`config.mk`:
```
export PLATFORM = sky130hd
export DESIGN_NAME = mem_arbiter
export DESIGN_NICKNAME = d
export VERILOG_FILES = /design/src/rtl/mem_arbiter.sv
export SDC_FILE = /design/constraint.sdc
export NUM_CORES = 1
export LEC_CHECK = 0
export CORE_UTILIZATION = 55
export CTS_CLUSTER_DIAMETER = 80
export DETAILED_ROUTE_END_ITERATION = 8
export DONT_BUFFER_PORTS = 1
export PLACE_DENSITY = 0.73
export SLEW_MARGIN = 10
export SYNTH_ARGS = -nofsm -noshare
export SYNTH_HDL_FRONTEND = slang
export SYNTH_SLANG_ARGS = --single-unit
```
`constraint.sdc`:
```
create_clock -name clk -period 2.2 [get_ports clk]
set_clock_uncertainty 0.1 [all_clocks]
set_input_delay 0.44 -clock clk [delete_from_list [all_inputs] [get_ports clk]]
set_output_delay 0.44 -clock clk [all_outputs]
set_load 0.01 [all_outputs]
```
`src/rtl/mem_arbiter.sv`:
```
// mem_arbiter: shares one fixed-latency, single-port memory between the
// IF-stage fetch port and the MEM-stage load/store port. Data accesses win
// arbitration, but a starvation counter stops them from locking fetch out
// indefinitely. One access is in flight at a time. Each access finishes with a
// one-cycle acknowledge to the port that was granted.
module mem_arbiter #(
  parameter int DWIDTH = 32,
  parameter int LAT    = 2,
  parameter int STARVE = 4
) (
  input  logic              clk,
  input  logic              rst,
  // fetch port
  input  logic              i_req,
  input  logic [DWIDTH-1:0] i_addr,
  output logic [DWIDTH-1:0] i_rdata,
  output logic              i_ack,
  // load/store port
  input  logic              d_req,
  input  logic              d_we,
  input  logic [DWIDTH-1:0] d_addr,
  input  logic [DWIDTH-1:0] d_wdata,
  output logic [DWIDTH-1:0] d_rdata,
  output logic              d_ack,
  // memory side
  output logic              m_req,
  output logic              m_we,
  output logic [DWIDTH-1:0] m_addr,
  output logic [DWIDTH-1:0] m_wdata,
  input  logic [DWIDTH-1:0] m_rdata,
  // pipeline stall levels
  output logic              if_stall,
  output logic              mem_stall
);

  localparam int CW = $clog2(LAT + 1);
  localparam int SW = $clog2(STARVE + 1);

  typedef enum logic [1:0] {S_IDLE, S_WAIT, S_DONE} state_t;
  typedef enum logic {G_I, G_D} gnt_t;

  state_t            state_q, state_d;
  gnt_t              gnt_q, gnt_d;
  logic [CW-1:0]     cnt_q, cnt_d;
  logic [SW-1:0]     scnt_q, scnt_d;
  logic [DWIDTH-1:0] addr_q, addr_d;
  logic [DWIDTH-1:0] wdata_q, wdata_d;
  logic [DWIDTH-1:0] i_rdata_q, i_rdata_d;
  logic [DWIDTH-1:0] d_rdata_q, d_rdata_d;
  logic              i_ack_q, i_ack_d;
  logic              d_ack_q, d_ack_d;

  logic              issue;
  logic              pick_d;
  logic              issue_we;

  // Next-state, arbitration and memory-strobe logic.
  // NOTE: every signal written here gets a default first, so no path can leave
  // one unassigned and infer a latch.
  always_comb begin
    state_d   = state_q;
    gnt_d     = gnt_q;
    cnt_d     = cnt_q;
    scnt_d    = scnt_q;
    addr_d    = addr_q;
    wdata_d   = wdata_q;
    i_rdata_d = i_rdata_q;
    d_rdata_d = d_rdata_q;
    i_ack_d   = 1'b0;
    d_ack_d   = 1'b0;
    issue     = 1'b0;
    pick_d    = 1'b0;
    issue_we  = 1'b0;

    unique case (state_q)
      S_IDLE: begin
        if (i_req || d_req) begin
          issue    = 1'b1;
          // Data wins unless fetch has already waited through STARVE data grants.
          pick_d   = d_req && !(i_req && (scnt_q == SW'(STARVE)));
          issue_we = pick_d && d_we;
          gnt_d    = pick_d ? G_D : G_I;
          addr_d   = pick_d ? d_addr : i_addr;
          if (pick_d) begin
            wdata_d = d_wdata;
          end
          scnt_d = (pick_d && i_req) ? scnt_q + SW'(1) : '0;
          if (issue_we) begin
            // The memory commits the store at this edge, so it can be acknowledged next.
            state_d = S_DONE;
            d_ack_d = 1'b1;
          end else begin
            cnt_d   = CW'(LAT);
            state_d = S_WAIT;
          end
        end
      end
      S_WAIT: begin
        cnt_d = cnt_q - CW'(1);
        if (cnt_q == CW'(1)) begin
          state_d = S_DONE;
          if (gnt_q == G_D) begin
            d_rdata_d = m_rdata;
            d_ack_d   = 1'b1;
          end else begin
            i_rdata_d = m_rdata;
            i_ack_d   = 1'b1;
          end
        end
      end
      S_DONE: begin
        // The requester still holds req this cycle, so no new issue is allowed.
        state_d = S_IDLE;
      end
      default: state_d = S_IDLE;
    endcase
  end

  // Memory strobes come straight from the issue decision; the address and
  // write data fall back to the latched values outside the issuing cycle.
  assign m_req   = issue && !rst;
  assign m_we    = issue_we && !rst;
  assign m_addr  = addr_d;
  assign m_wdata = wdata_d;

  // Acks and stalls are suppressed while reset is asserted so an access cut
  // short by reset is never reported as complete.
  assign i_ack     = i_ack_q && !rst;
  assign d_ack     = d_ack_q && !rst;
  assign i_rdata   = i_rdata_q;
  assign d_rdata   = d_rdata_q;
  assign if_stall  = !rst && i_req && !i_ack;
  assign mem_stall = !rst && d_req && !d_ack;

  // State and datapath registers with synchronous reset.
  // NOTE: sequential state uses non-blocking assignments so every flop samples
  // the pre-edge values of the others.
  always_ff @(posedge clk) begin
    if (rst) begin
      state_q   <= S_IDLE;
      gnt_q     <= G_I;
      cnt_q     <= '0;
      scnt_q    <= '0;
      addr_q    <= '0;
      wdata_q   <= '0;
      i_rdata_q <= '0;
      d_rdata_q <= '0;
      i_ack_q   <= 1'b0;
      d_ack_q   <= 1'b0;
    end else begin
      state_q   <= state_d;
      gnt_q     <= gnt_d;
      cnt_q     <= cnt_d;
      scnt_q    <= scnt_d;
      addr_q    <= addr_d;
      wdata_q   <= wdata_d;
      i_rdata_q <= i_rdata_d;
      d_rdata_q <= d_rdata_d;
      i_ack_q   <= i_ack_d;
      d_ack_q   <= d_ack_d;
    end
  end

endmodule

```
# Word level (Yosys, flattened, before mapping)
# Cells that the tools add are included.
# word_totals
reg_bits	138
in_bits	133
out_inout_bits	134
wordCells	71
# op_classes
addsub	2
n_bitwise	3
muxes	25
reduce_logical	25
n_eq_ne	6
# op_table
operator	count
32-bit two-way mux	6
1-bit logical AND	12
1-bit two-way mux	10
2-bit two-way mux	5
3-bit AND reduction	3
2-bit case mux with 2 select lines	2
2-bit != test (second input constant)	3
2-bit by 1-bit == test with 1-bit output (second input constant)	2
1-bit zero test	4
2-bit AND reduction	2
3-bit by 1-bit adder with 3-bit output (second input constant)	1
3-bit == test (second input constant)	1
3-bit two-way mux	1
1-bit NOT	3
3-bit OR reduction	1
2-bit zero test	1
1-bit case mux with 2 select lines	1
2-bit nonzero test	1
2-bit by 1-bit subtractor with 2-bit output (second input constant)	1
1-bit logical OR	1

# Longest topological paths before layout
# depth
ltp_word	8
mapped_depth	8
ltp_nobuf	5

# Worst setup path before layout
# OpenSTA, ideal clock, no wires.
# synth_timing
path_type	reg2out
startpoint	reg scnt_q[0]
endpoint	out m_wdata[10]
t_arrival_ps	1848
path_stages_with_launch	9
path_slack_ps	-188
t_required_ps	1660
path_buffers	3
path_cell_list	dfxtp_1 inv_1 ha_1 and3_1 clkbuf_1 or3_1 buf_2 buf_6 mux2_4
# synth_between
elab_chain_len	7
# synth_rtl
element	line	text
start: declaration	45	logic [SW-1:0] scnt_q, scnt_d;
start signal: assignment	154	scnt_q <= scnt_d;
3-bit == test	80	pick_d = d_req && !(i_req && (scnt_q == SW'(STARVE)));
1-bit logical AND	80	
1-bit zero test	80	
1-bit logical AND	80	
32-bit two-way mux	84	if (pick_d) begin
32-bit two-way mux	77	if (i_req || d_req) begin
32-bit two-way mux	75	unique case (state_q)
end: declaration	29	output logic [DWIDTH-1:0] m_wdata,
# Every way passes these cells.

# Final worst setup path
# layout_timing
startpoint	reg state_q[1]
endpoint	out m_addr[28]
# layout_between
elab_chain_len	2
# layout_rtl
element	line	text
start: declaration	42	state_t state_q, state_d;
start signal: assignment	151	state_q <= state_d;
2-bit zero test	75	
32-bit two-way mux	75	
end: declaration	28	output logic [DWIDTH-1:0] m_addr,
# Every way passes these cells.

==> results_dict.tcl <==
set metrics [dict create \
    outcome "complete, but fails checks" \
    failed_checks "setup timing" \
    multiInputGateArea_um2 3880 \
    hp-class "in -> reg" \
    wl_um 18300 \
    cts_max_level 4 \
    post_drt_via_cell_ratio 6.33 \
    total_global_route_track_usage_pct 27.2 \
    worstPathCellList "or2_2 -> buf_12 -> nor4_1 -> nor3_1 -> buf_4" \
    timing.critical_path.to_type "output pin" \
    grt_max_degree 129 \
    clkLatencyLatePin_ns 0.41 \
    port_buffers 0 \
    place.detailed.instances 859 \
    ys_types 38 \
    synth_top_area_cell "dfxtp_1" \
    drtAntennaViolNets 0 \
    finish.net_count 885 \
    hpwlAfterDp_um 10600 \
    synth.net_count 886 \
    routabilityCongestion 0.774 \
    synth.cell_area_um2 6440 \
    max-slew-margin-rel_pct 58.2 \
    postSynthAreaPerCell_um2 8.59 \
    drcViolationCount 0 \
    antenna_cells 0 \
    total_power_w 0.00692 \
    timing.setup.critical_path_class "reg -> out" \
    maxSlewViolCount 0 \
    synth.cells.most_frequent "dfxtp_1 (138), nand2_1 (130), a21oi_1 (102)" \
    grt_pass1_wl_um 25400 \
    ff2ff_setup_slack_ns 0.34 \
    power_frac_comb_pct 16.0 \
    cp_data_arrival_time_ns 2.28 \
    synthDominantCellAreaShare_pct 42.9 \
    antenna_found_initial 0 \
    std_cell_rows 39 \
    async_flop_share_pct 0 \
    tritoncts_sink_count 138 \
    cp_slowest_stage_delay_ns 0.55 \
    die_w_um 110 \
    yosys.cell_count.top_type "dfxtp_1" \
    floorplan.initialDensity_pct 56.4 \
    clock_tree_from_tritoncts "built" \
    yosysSeqAreaShare_pct 42.9 \
    fmax_mhz 354 \
    tightestPinTransition_ns 0.626 \
    synth-edff-count 0 \
    min_period_over_period_pct 128 \
    p_leak_nw 2.85 \
    synth_seq_cells 138 \
    core_area_um2 11400 \
    drt-initial-drc-count 583 \
    required_ns 1.66 \
    timing.final.crit_period_ns 2.82 \
    area_growth_syn_to_layout_pct 25.6 \
    route.detailed.wl_per_inst_um 20.2 \
    clock_path_buffers 2 \
    sw_frac_of_total_pct 26.8 \
    preCtsSetupSlack_ns -0.0678 \
    clkTransAtPathRegs_ns 0.06 \
    floorplan.die_area_um2 12100 \
    synth_top_flop_cell "dfxtp_1" \
    layout.area.seq_um2 2770 \
    ys_top_cells_by_area "dfxtp_1 (43%), a21oi_1 (7.9%), nand2_1 (7.6%)" \
    num_vias 5730 \
    synthCells 750 \
    power_frac_seq_pct 39.2 \
    peak_fanout_along_the_critical_path 71 \
    timing.final.setup_violations 66 \
    setup.worst_path.start_class "register" \
    fillCellCount 813 \
    max_cap_check_violation_count 0 \
    yosys_warnings 0 \
    layout.cells.non_filler 905 \
    cellInternalPower_w 0.00507 \
    power.density_nw_per_um2 856 \
    rsz0062_at_grt "yes" \
    first_global_vias 5270 \
    timing_hold_violations_final 0 \
    fin_ws_ns -0.622 \
    final_layout_size_suffix_gt1_share_pct 25.2 \
    drt_pass1_iterations 5 \
    worst_path_max_delay_cell "nor4_1" \
    whs_ns 0.0529 \
    pwr-share-clk_pct 44.8 \
    cts_root_buffer "clkbuf_16" \
    boundaryPins 267 \
    worst_ir_drop_vdd_mv 0.636 \
    globalRouteOverflowTotal 0 \
    cts_buffers 17 \
    fp.dieH_um 110 \
    total_switching_power_w 0.00185 \
]
-- through the flow --
step           area (µm²)  util [%]  setup TNS, ns
3_5_place_dp         6730      58.9          -2.09
5_1_grt              8090      70.8         -27.27
2_1_floorplan        6490         -          -2.78
6_report             8090      70.8         -22.43
3_3_place_gp         6730      58.9         -0.822
4_1_cts              7760      68.0         -23.12
-- cells in the final DEF (no fill, tap or decap), types with 3 or more instances in the layout --
cell type	instances
dfxtp_1	135
nand2_1	129
a21oi_1	102
nand2b_1	65
nor4_1	57
buf_4	41
mux2i_1	32
mux2_4	29
a2111oi_2	21
clkbuf_16	19
nor3_1	18
nor3_2	16
a2111oi_4	11
nor4_2	7
inv_6	7
buf_12	7
inv_1	6
bufinv_16	4
inv_2	3
mux2_2	3
o21ai_0	3
dfxtp_2	3
-- cells by family (layout without fill, tap and decap cells) --
family	after synthesis	in the layout	synth area share [%]
AO/OA/AOI/OAI	146	146	13.6
AND/OR/NAND/NOR	315	315	25.2
adder cells (fa/ha/maj)	3	3	0.583
flip-flops	138	138	42.9
buffers and inverters	84	96	5.46
multiplexers	64	64	12.3
-- registers in the layout, indices dropped and copies added (netlist names) --
signal,count
i_rdata,32
cnt_q,2
scnt_q,3
gnt_q,1
i_ack_q,1
d_ack_q,1
d_rdata,32
state_q,2
wdata_q,32
addr_q,32
-- layout make-up --
class,count,share of cell area [%]
clock inverters,14,2.54
well taps,143,2.21
inverters,9,0.418
multi-input cells,528,48.0
repair buffers,55,7.24
flip-flops and latches,138,34.2
clock buffers,18,5.43
-- critical path: cells and delay by family (launching register included) --
| family | cells | cell delay, ns |
|---|---|---|
| buffers and inverters | 2 | 0.44 |
| DFF | 1 | 0.30 |
| and+or+nand+nor | 3 | 1.07 |
-- metal layers --
metal | vias up | track usage [%] | share of wire [%]
li1 | 2682 | - | -
met1 | 2686 | 30.8 | 38
met2 | 313 | 46.7 | 50
met3 | 49 | 9.35 | 9.6
met4 | 0 | 11.1 | 2.2
met5 | - | 0 | 0
-- timing repair --
action	in CTS	in global routing
gates resized for setup	81	31
hold buffers	2	0
endpoints found under the hold margin	49	0
pin swaps	0	5
endpoints found under the setup margin	65	66
gates cloned	2	3
setup buffers	3	4
-- final timing paths --
path | from | end | cells after the start
worst max-delay path | state_q[1]$_SDFFE_PP0P_ | m_addr[28] | 5
worst max register to register | state_q[1]$_SDFFE_PP0P_ | addr_q[28]$_SDFF_PP0_ | 6
worst min-delay path | m_rdata[5] | d_rdata[5]$_SDFFE_PP0P_ | 2
worst min register to register | wdata_q[19]$_SDFF_PP0_ | wdata_q[19]$_SDFF_PP0_ | 2
-- power groups by stage --
stage	combinational, W	sequential (W)	clock, W
3_5_place_dp	0.000930	0.00277	0
5_1_grt	0.00120	0.00273	0.00324
2_1_floorplan	0.000786	0.00275	0
4_1_cts	0.00104	0.00271	0.00313
3_3_place_gp	0.000893	0.00276	0
6_report	0.00111	0.00271	0.00310
No activity file was read; power rests on OpenSTA's default activity.
